--- src/rtl/ram_arbiter_if.sv ---
// Bundle of both requester ports and the shared single-port RAM connection.
`default_nettype none

interface ram_arbiter_if #(
  parameter int DATA_W = 8,
  parameter int ADDR_W = 5
);
  logic              req0;
  logic              req1;
  logic              we0;
  logic              we1;
  logic [ADDR_W-1:0] addr0;
  logic [ADDR_W-1:0] addr1;
  logic [DATA_W-1:0] wdata0;
  logic [DATA_W-1:0] wdata1;
  logic              gnt0;
  logic              gnt1;
  logic              rvalid0;
  logic              rvalid1;
  logic [DATA_W-1:0] rdata0;
  logic [DATA_W-1:0] rdata1;
  logic              ram_we;
  logic [ADDR_W-1:0] ram_addr;
  logic [DATA_W-1:0] ram_wdata;
  logic [DATA_W-1:0] ram_rdata;
  logic              busy;

  modport slave (
    input  req0, req1, we0, we1, addr0, addr1, wdata0, wdata1, ram_rdata,
    output gnt0, gnt1, rvalid0, rvalid1, rdata0, rdata1,
           ram_we, ram_addr, ram_wdata, busy
  );

  modport master (
    output req0, req1, we0, we1, addr0, addr1, wdata0, wdata1, ram_rdata,
    input  gnt0, gnt1, rvalid0, rvalid1, rdata0, rdata1,
           ram_we, ram_addr, ram_wdata, busy
  );
endinterface

`default_nettype wire

--- src/rtl/ram_arbiter.sv ---
// ram_arbiter: round-robin two-requester arbiter for a single-port RAM (rev 1.0).
// Define RAM_ARB_INIT_EN to zero-fill the RAM after reset before accepting requests.
`default_nettype none

module ram_arbiter #(
  parameter int DATA_W = 8,
  parameter int ADDR_W = 5
) (
  input  wire logic     clock,
  input  wire logic     reset,
  ram_arbiter_if.slave  bus
);

  localparam logic [1:0] c_st_idle   = 2'd0;
  localparam logic [1:0] c_st_access = 2'd1;
`ifdef RAM_ARB_INIT_EN
  localparam logic [1:0] c_st_init   = 2'd2;
  localparam logic [1:0] c_st_reset  = c_st_init;
`else
  localparam logic [1:0] c_st_reset  = c_st_idle;
`endif
  localparam logic [ADDR_W-1:0] c_last_addr = '1;

  logic [1:0]        r_state;
  logic [1:0]        w_next;
  logic              r_last;
  logic              r_owner;
  logic              r_we;
  logic [ADDR_W-1:0] r_addr;
  logic [DATA_W-1:0] r_wdata;
  logic              r_rd_pend;
  logic              r_rd_owner;
  logic              r_rvalid0;
  logic              r_rvalid1;
  logic [DATA_W-1:0] r_rdata0;
  logic [DATA_W-1:0] r_rdata1;
  logic              w_any;
  logic              w_win;
  logic              w_issue;

  assign w_any   = bus.req0 | bus.req1;
  // On a tie the requester that was not granted last wins.
  assign w_win   = (bus.req0 & bus.req1) ? ~r_last : bus.req1;
  assign w_issue = (r_state == c_st_idle) && w_any;

  always_ff @(posedge clock) begin
    if (reset) begin
      r_state <= c_st_reset;
    end else begin
      r_state <= w_next;
    end
  end

  always_comb begin
    w_next = r_state;
    case (r_state)
      c_st_idle:   if (w_any) w_next = c_st_access;
      c_st_access: w_next = c_st_idle;
`ifdef RAM_ARB_INIT_EN
      c_st_init:   if (r_addr == c_last_addr) w_next = c_st_idle;
`endif
      default:     w_next = c_st_idle;
    endcase
  end

  // Gated by reset so a grant or write in flight never shows while reset is high.
  always_comb begin
    bus.gnt0   = 1'b0;
    bus.gnt1   = 1'b0;
    bus.ram_we = 1'b0;
    bus.busy   = 1'b0;
    case (r_state)
      c_st_access: begin
        bus.gnt0   = ~reset & ~r_owner;
        bus.gnt1   = ~reset & r_owner;
        bus.ram_we = ~reset & r_we;
      end
`ifdef RAM_ARB_INIT_EN
      c_st_init: begin
        bus.ram_we = ~reset;
        bus.busy   = 1'b1;
      end
`endif
      default: ;
    endcase
  end

  // The command address register doubles as the zero-fill sweep counter.
  always_ff @(posedge clock) begin
    if (reset) begin
      r_last  <= 1'b1;
      r_owner <= 1'b0;
      r_we    <= 1'b0;
      r_addr  <= '0;
      r_wdata <= '0;
    end else begin
      if (w_issue) begin
        r_last  <= w_win;
        r_owner <= w_win;
        r_we    <= w_win ? bus.we1    : bus.we0;
        r_addr  <= w_win ? bus.addr1  : bus.addr0;
        r_wdata <= w_win ? bus.wdata1 : bus.wdata0;
      end
`ifdef RAM_ARB_INIT_EN
      if ((r_state == c_st_init) && (r_addr != c_last_addr)) begin
        r_addr <= r_addr + 1'b1;
      end
`endif
    end
  end

  // Read return: tag at issue, capture RAM output one cycle later.
  always_ff @(posedge clock) begin
    if (reset) begin
      r_rd_pend  <= 1'b0;
      r_rd_owner <= 1'b0;
      r_rvalid0  <= 1'b0;
      r_rvalid1  <= 1'b0;
      r_rdata0   <= '0;
      r_rdata1   <= '0;
    end else begin
      r_rd_pend  <= (r_state == c_st_access) && !r_we;
      r_rd_owner <= r_owner;
      r_rvalid0  <= r_rd_pend && !r_rd_owner;
      r_rvalid1  <= r_rd_pend && r_rd_owner;
      if (r_rd_pend && !r_rd_owner) r_rdata0 <= bus.ram_rdata;
      if (r_rd_pend && r_rd_owner)  r_rdata1 <= bus.ram_rdata;
    end
  end

  assign bus.ram_addr  = r_addr;
  assign bus.ram_wdata = r_wdata;
  assign bus.rvalid0   = r_rvalid0;
  assign bus.rvalid1   = r_rvalid1;
  assign bus.rdata0    = r_rdata0;
  assign bus.rdata1    = r_rdata1;

endmodule

`default_nettype wire

--- src/flat_wrapper.sv ---
// flat-port wrapper written by rule: the top's interface ports become plain ports
module ram_arbiter_flat 
#(
  parameter int DATA_W = 8,
  parameter int ADDR_W = 5
)
  (clock, reset, bus_req0, bus_req1, bus_we0, bus_we1, bus_addr0, bus_addr1, bus_wdata0, bus_wdata1, bus_ram_rdata, bus_gnt0, bus_gnt1, bus_rvalid0, bus_rvalid1, bus_rdata0, bus_rdata1, bus_ram_we, bus_ram_addr, bus_ram_wdata, bus_busy);
  ram_arbiter_if #(.DATA_W(DATA_W), .ADDR_W(ADDR_W)) bus_i ();
  input  wire logic clock;
  input  wire logic reset;
  input wire logic [$bits(bus_i.req0)-1:0] bus_req0;
  input wire logic [$bits(bus_i.req1)-1:0] bus_req1;
  input wire logic [$bits(bus_i.we0)-1:0] bus_we0;
  input wire logic [$bits(bus_i.we1)-1:0] bus_we1;
  input wire logic [$bits(bus_i.addr0)-1:0] bus_addr0;
  input wire logic [$bits(bus_i.addr1)-1:0] bus_addr1;
  input wire logic [$bits(bus_i.wdata0)-1:0] bus_wdata0;
  input wire logic [$bits(bus_i.wdata1)-1:0] bus_wdata1;
  input wire logic [$bits(bus_i.ram_rdata)-1:0] bus_ram_rdata;
  output wire logic [$bits(bus_i.gnt0)-1:0] bus_gnt0;
  output wire logic [$bits(bus_i.gnt1)-1:0] bus_gnt1;
  output wire logic [$bits(bus_i.rvalid0)-1:0] bus_rvalid0;
  output wire logic [$bits(bus_i.rvalid1)-1:0] bus_rvalid1;
  output wire logic [$bits(bus_i.rdata0)-1:0] bus_rdata0;
  output wire logic [$bits(bus_i.rdata1)-1:0] bus_rdata1;
  output wire logic [$bits(bus_i.ram_we)-1:0] bus_ram_we;
  output wire logic [$bits(bus_i.ram_addr)-1:0] bus_ram_addr;
  output wire logic [$bits(bus_i.ram_wdata)-1:0] bus_ram_wdata;
  output wire logic [$bits(bus_i.busy)-1:0] bus_busy;
  assign bus_i.req0 = bus_req0;
  assign bus_i.req1 = bus_req1;
  assign bus_i.we0 = bus_we0;
  assign bus_i.we1 = bus_we1;
  assign bus_i.addr0 = bus_addr0;
  assign bus_i.addr1 = bus_addr1;
  assign bus_i.wdata0 = bus_wdata0;
  assign bus_i.wdata1 = bus_wdata1;
  assign bus_i.ram_rdata = bus_ram_rdata;
  assign bus_gnt0 = bus_i.gnt0;
  assign bus_gnt1 = bus_i.gnt1;
  assign bus_rvalid0 = bus_i.rvalid0;
  assign bus_rvalid1 = bus_i.rvalid1;
  assign bus_rdata0 = bus_i.rdata0;
  assign bus_rdata1 = bus_i.rdata1;
  assign bus_ram_we = bus_i.ram_we;
  assign bus_ram_addr = bus_i.ram_addr;
  assign bus_ram_wdata = bus_i.ram_wdata;
  assign bus_busy = bus_i.busy;
  ram_arbiter #(.DATA_W(DATA_W), .ADDR_W(ADDR_W)) u_core (.clock(clock), .reset(reset), .bus(bus_i));
endmodule
--- config.mk ---
export PLATFORM = sky130hd
export DESIGN_NAME = ram_arbiter_flat
export DESIGN_NICKNAME = d
export VERILOG_FILES = /design/src/rtl/ram_arbiter_if.sv /design/src/rtl/ram_arbiter.sv /design/src/flat_wrapper.sv
export SDC_FILE = /design/constraint.sdc
export NUM_CORES = 1
export LEC_CHECK = 0
export BUFFER_PORTS_ARGS = -buffer_cell sky130_fd_sc_hd__buf_2
export CAP_MARGIN = 30
export CORE_ASPECT_RATIO = 1.1
export CORE_MARGIN = 8
export CORE_UTILIZATION = 43
export DETAILED_ROUTE_END_ITERATION = 7
export GPL_TIMING_DRIVEN = 0
export PLACE_DENSITY = 0.73
export SLEW_MARGIN = 25
export SYNTH_ARGS = -nofsm -noshare
export SYNTH_HDL_FRONTEND = slang
export SYNTH_SLANG_ARGS = --single-unit
--- constraint.sdc ---
create_clock -name clock -period 3.1 [get_ports clock]
set_input_delay 0.62 -clock clock [delete_from_list [all_inputs] [get_ports clock]]
set_output_delay 0.62 -clock clock [all_outputs]
set_load 0.1 [all_outputs]
==> impl_metrics.csv <==
group,metric,value,unit
outcome,status,"finished, final reports clean",
clocking,post-cts-setup-buffer-count,0,
power,p_seq_frac,0.411,
clocking,hold_buffers,0,
worst_setup_path,critPathTopFamily,"buffers and inverters",
cells_and_area,fillers,335,
yosys,ys_types,23,
clocking,cts_tree,"done",
yosys,synth.net_count,217,
cells_and_area,layout_commonest_cell,"buf_2",
power,p_clk_frac,0.330,
clocking,ctsLongestPathBuffers,2,
worst_setup_path,slowest_delay,0.43,ns
worst_setup_path,worstPathRequired,2.48,ns
yosys,synth-seq-cells,37,
clocking,cts-htree-levels,2,
placement,io_buffers,72,
placement,gp_congestion,0.786,
die,die_h,77.0,µm
worst_setup_path,crit_buf_inv,2,
power,power.switching,0.432,mW
timing,max_freq,447,MHz
worst_setup_path,start_kind,"input port",
cells_and_area,fin_nets,296,
worst_setup_path,worst_ep_arrival_time,1.62,ns
timing,clock_skew,0.00702,ns
cells_and_area,diodes,0,
global_routing,grt_antenna_before_repair,0,
placement,dp_hpwl,2880,µm
die,ioPinCount,75,
worst_setup_path,crit_chain,"clkbuf_1 -> nand2b_1 -> nor2_1 -> buf_2",
timing,drv_slew,0,
clocking,cts_resized,0,
power,pwr-share-comb,0.259,
global_routing,grt_overflow,0,
yosys,syn_inst,177,
die,core_area,3280,µm²
drt,drc,0,
timing,rsz0062_at_grt,"false",
hold_path,hp-class,"flip-flop to flip-flop",
yosys,yosys_warnings,0,
drt,ant_nets,0,
die,die_area,5500,µm²
global_routing,grt_pass1_vias,1484,
drt,routed_wirelength,3830,µm
global_routing,grt_pass1_wl,6380,µm
clocking,cts_root_buf,"clkbuf_4",
die,die_w,71.4,µm
timing,hold_viol,0,
drt,routedWlPerCell,13.1,µm
power,irDropWorstVdd,0.375,mV
worst_setup_path,worstSetupPathType,"input port to primary output",
cells_and_area,layout_common_cells,"buf_2 (74), nand2_1 (39), dfxtp_1 (37)",
drt,first_iter_violations,59,
yosys,avgSynthCellArea,8.21,µm²
drt,dr.pass1.iters,4,
clocking,cts.clk_slew.worst_paths,0.12,ns
timing,finalCritPeriodShare,0.721,
global_routing,grt_max_degree,13,
cells_and_area,drive_gt1_frac,0.354,
power,p_leak,0.938,nW
die,start_util,0.443,
worst_setup_path,cp_max_fo,10,
die,row_count,22,
worst_setup_path,slowest_stage,"buf_2",
yosys,syn-cell-area,1450,µm²
flow_run,drv_cap,0,
cells_and_area,stdcell_area,1960,µm²
cells_and_area,area_delta_synth_final,35.0,%
placement,postPlaceCellArea,1860,µm²
timing,setup_viol,0,
clocking,cts_made_buffers,5,
clocking,cts_sinks,37,
clocking,clk_latency,0.35,ns
power,internal_power,0.827,mW
worst_setup_path,end_kind,"primary output",
timing,layout_min_cycle_time,2.24,ns
power,p_sw_frac,0.343,
global_routing,grt_usage,0.144,
drt,vias_per_cell,5.01,
yosys,seq_area_frac_synth,0.510,
timing,fin_setup_tns,0,ns
power,p_per_area,642,nW/µm²
drt,vias,1468,
==> cell usage after synthesis (all sizes together) <==
cell / instances / share of area
a211oi: 13 / 0.067
a21bo: 1 / 0.0069
a21boi: 1 / 0.013
a21oi: 30 / 0.10
a221o: 1 / 0.0069
a221oi: 1 / 0.0060
a2bb2oi: 1 / 0.0060
buf: 7 / 0.035
clkbuf: 6 / 0.018
conb: 1 / 0.0026
dfxtp: 37 / 0.51
inv: 2 / 0.0052
nand2: 39 / 0.10
nand2b: 3 / 0.013
nand3: 8 / 0.028
nor2: 23 / 0.059
nor2b: 1 / 0.0043
o21ba: 1 / 0.0069
o21bai: 1 / 0.0078
==> per-layer routing <==
layer	vias to the layer above	GRT usage	routed length, µm
met5	-	0	0
met4	0	0.0750	79
met3	8	0.0806	535
met2	66	0.224	1570
met1	643	0.152	1650
li1	751	-	-
==> sequential cells by signal (all words and copies together), names as in the netlist <==
name,count
u_core.bus.ram_wdata,8
u_core.bus.rdata0,8
u_core.bus.rdata1,8
u_core.bus.ram_addr,5
u_core.bus.rvalid0,1
u_core.bus.rvalid1,1
u_core.r_last,1
u_core.r_owner,1
u_core.r_rd_owner,1
u_core.r_rd_pend,1
u_core.r_state,1
u_core.r_we,1
==> power groups by stage <==
stage	sequential, mW	clock [mW]	combinational, mW
2_1_floorplan	0.687	0	0.0985
3_5_place_dp	0.528	0	0.328
4_1_cts	0.518	0.424	0.328
3_3_place_gp	0.528	0	0.327
6_report	0.517	0.415	0.326
5_1_grt	0.522	0.444	0.346
==> layout make-up <==
type                    count  area [µm²]  share of cell area
well taps                  36        45.0              0.0230
inverters                   2        7.51             0.00383
clock buffers               5        37.5              0.0191
multi-input cells         125         627               0.320
clock inverters             3        65.1              0.0332
flip-flops and latches     37         741               0.378
repair buffers             72         360               0.184
plain buffers              13        77.6              0.0396
==> stage by stage <==
stage | instances | utilization | hold WS [ns] | setup slack (ns) | power [mW]
finish | 293 | 0.599 | 0.409 | 0.865 | 1.26
global route | 293 | 0.599 | 0.418 | 0.794 | 1.31
CTS | 293 | 0.599 | 0.403 | 0.841 | 1.27
detailed placement | 285 | 0.567 | 0.402 | 0.841 | 0.856
global placement | 285 | 0.567 | 0.401 | 0.843 | 0.855
floorplan | 177 | - | 0.393 | 0.232 | 0.786
==> worst paths after layout <==
path,slack (ns),from,cells after the start,to
min reg2reg,0.41,u_core.r_we,1,u_core.r_rd_pend
max,0.86,reset,4,bus_ram_we
min,0.41,u_core.r_we,1,u_core.r_rd_pend
max reg2reg,1.77,u_core.r_rd_pend,4,u_core.bus.rdata1[3]
==> cells by family (layout without fill, tap and decap cells) <==
family / Yosys count / after routing / share of synthesized area
AO/OA/AOI/OAI: 50 / 50 / 0.224
buffers and inverters: 15 / 95 / 0.0586
flip-flops: 37 / 37 / 0.510
other: 1 / 1 / 0.00258
AND/OR/NAND/NOR: 74 / 74 / 0.205
Power figures use the tool's default switching activity.
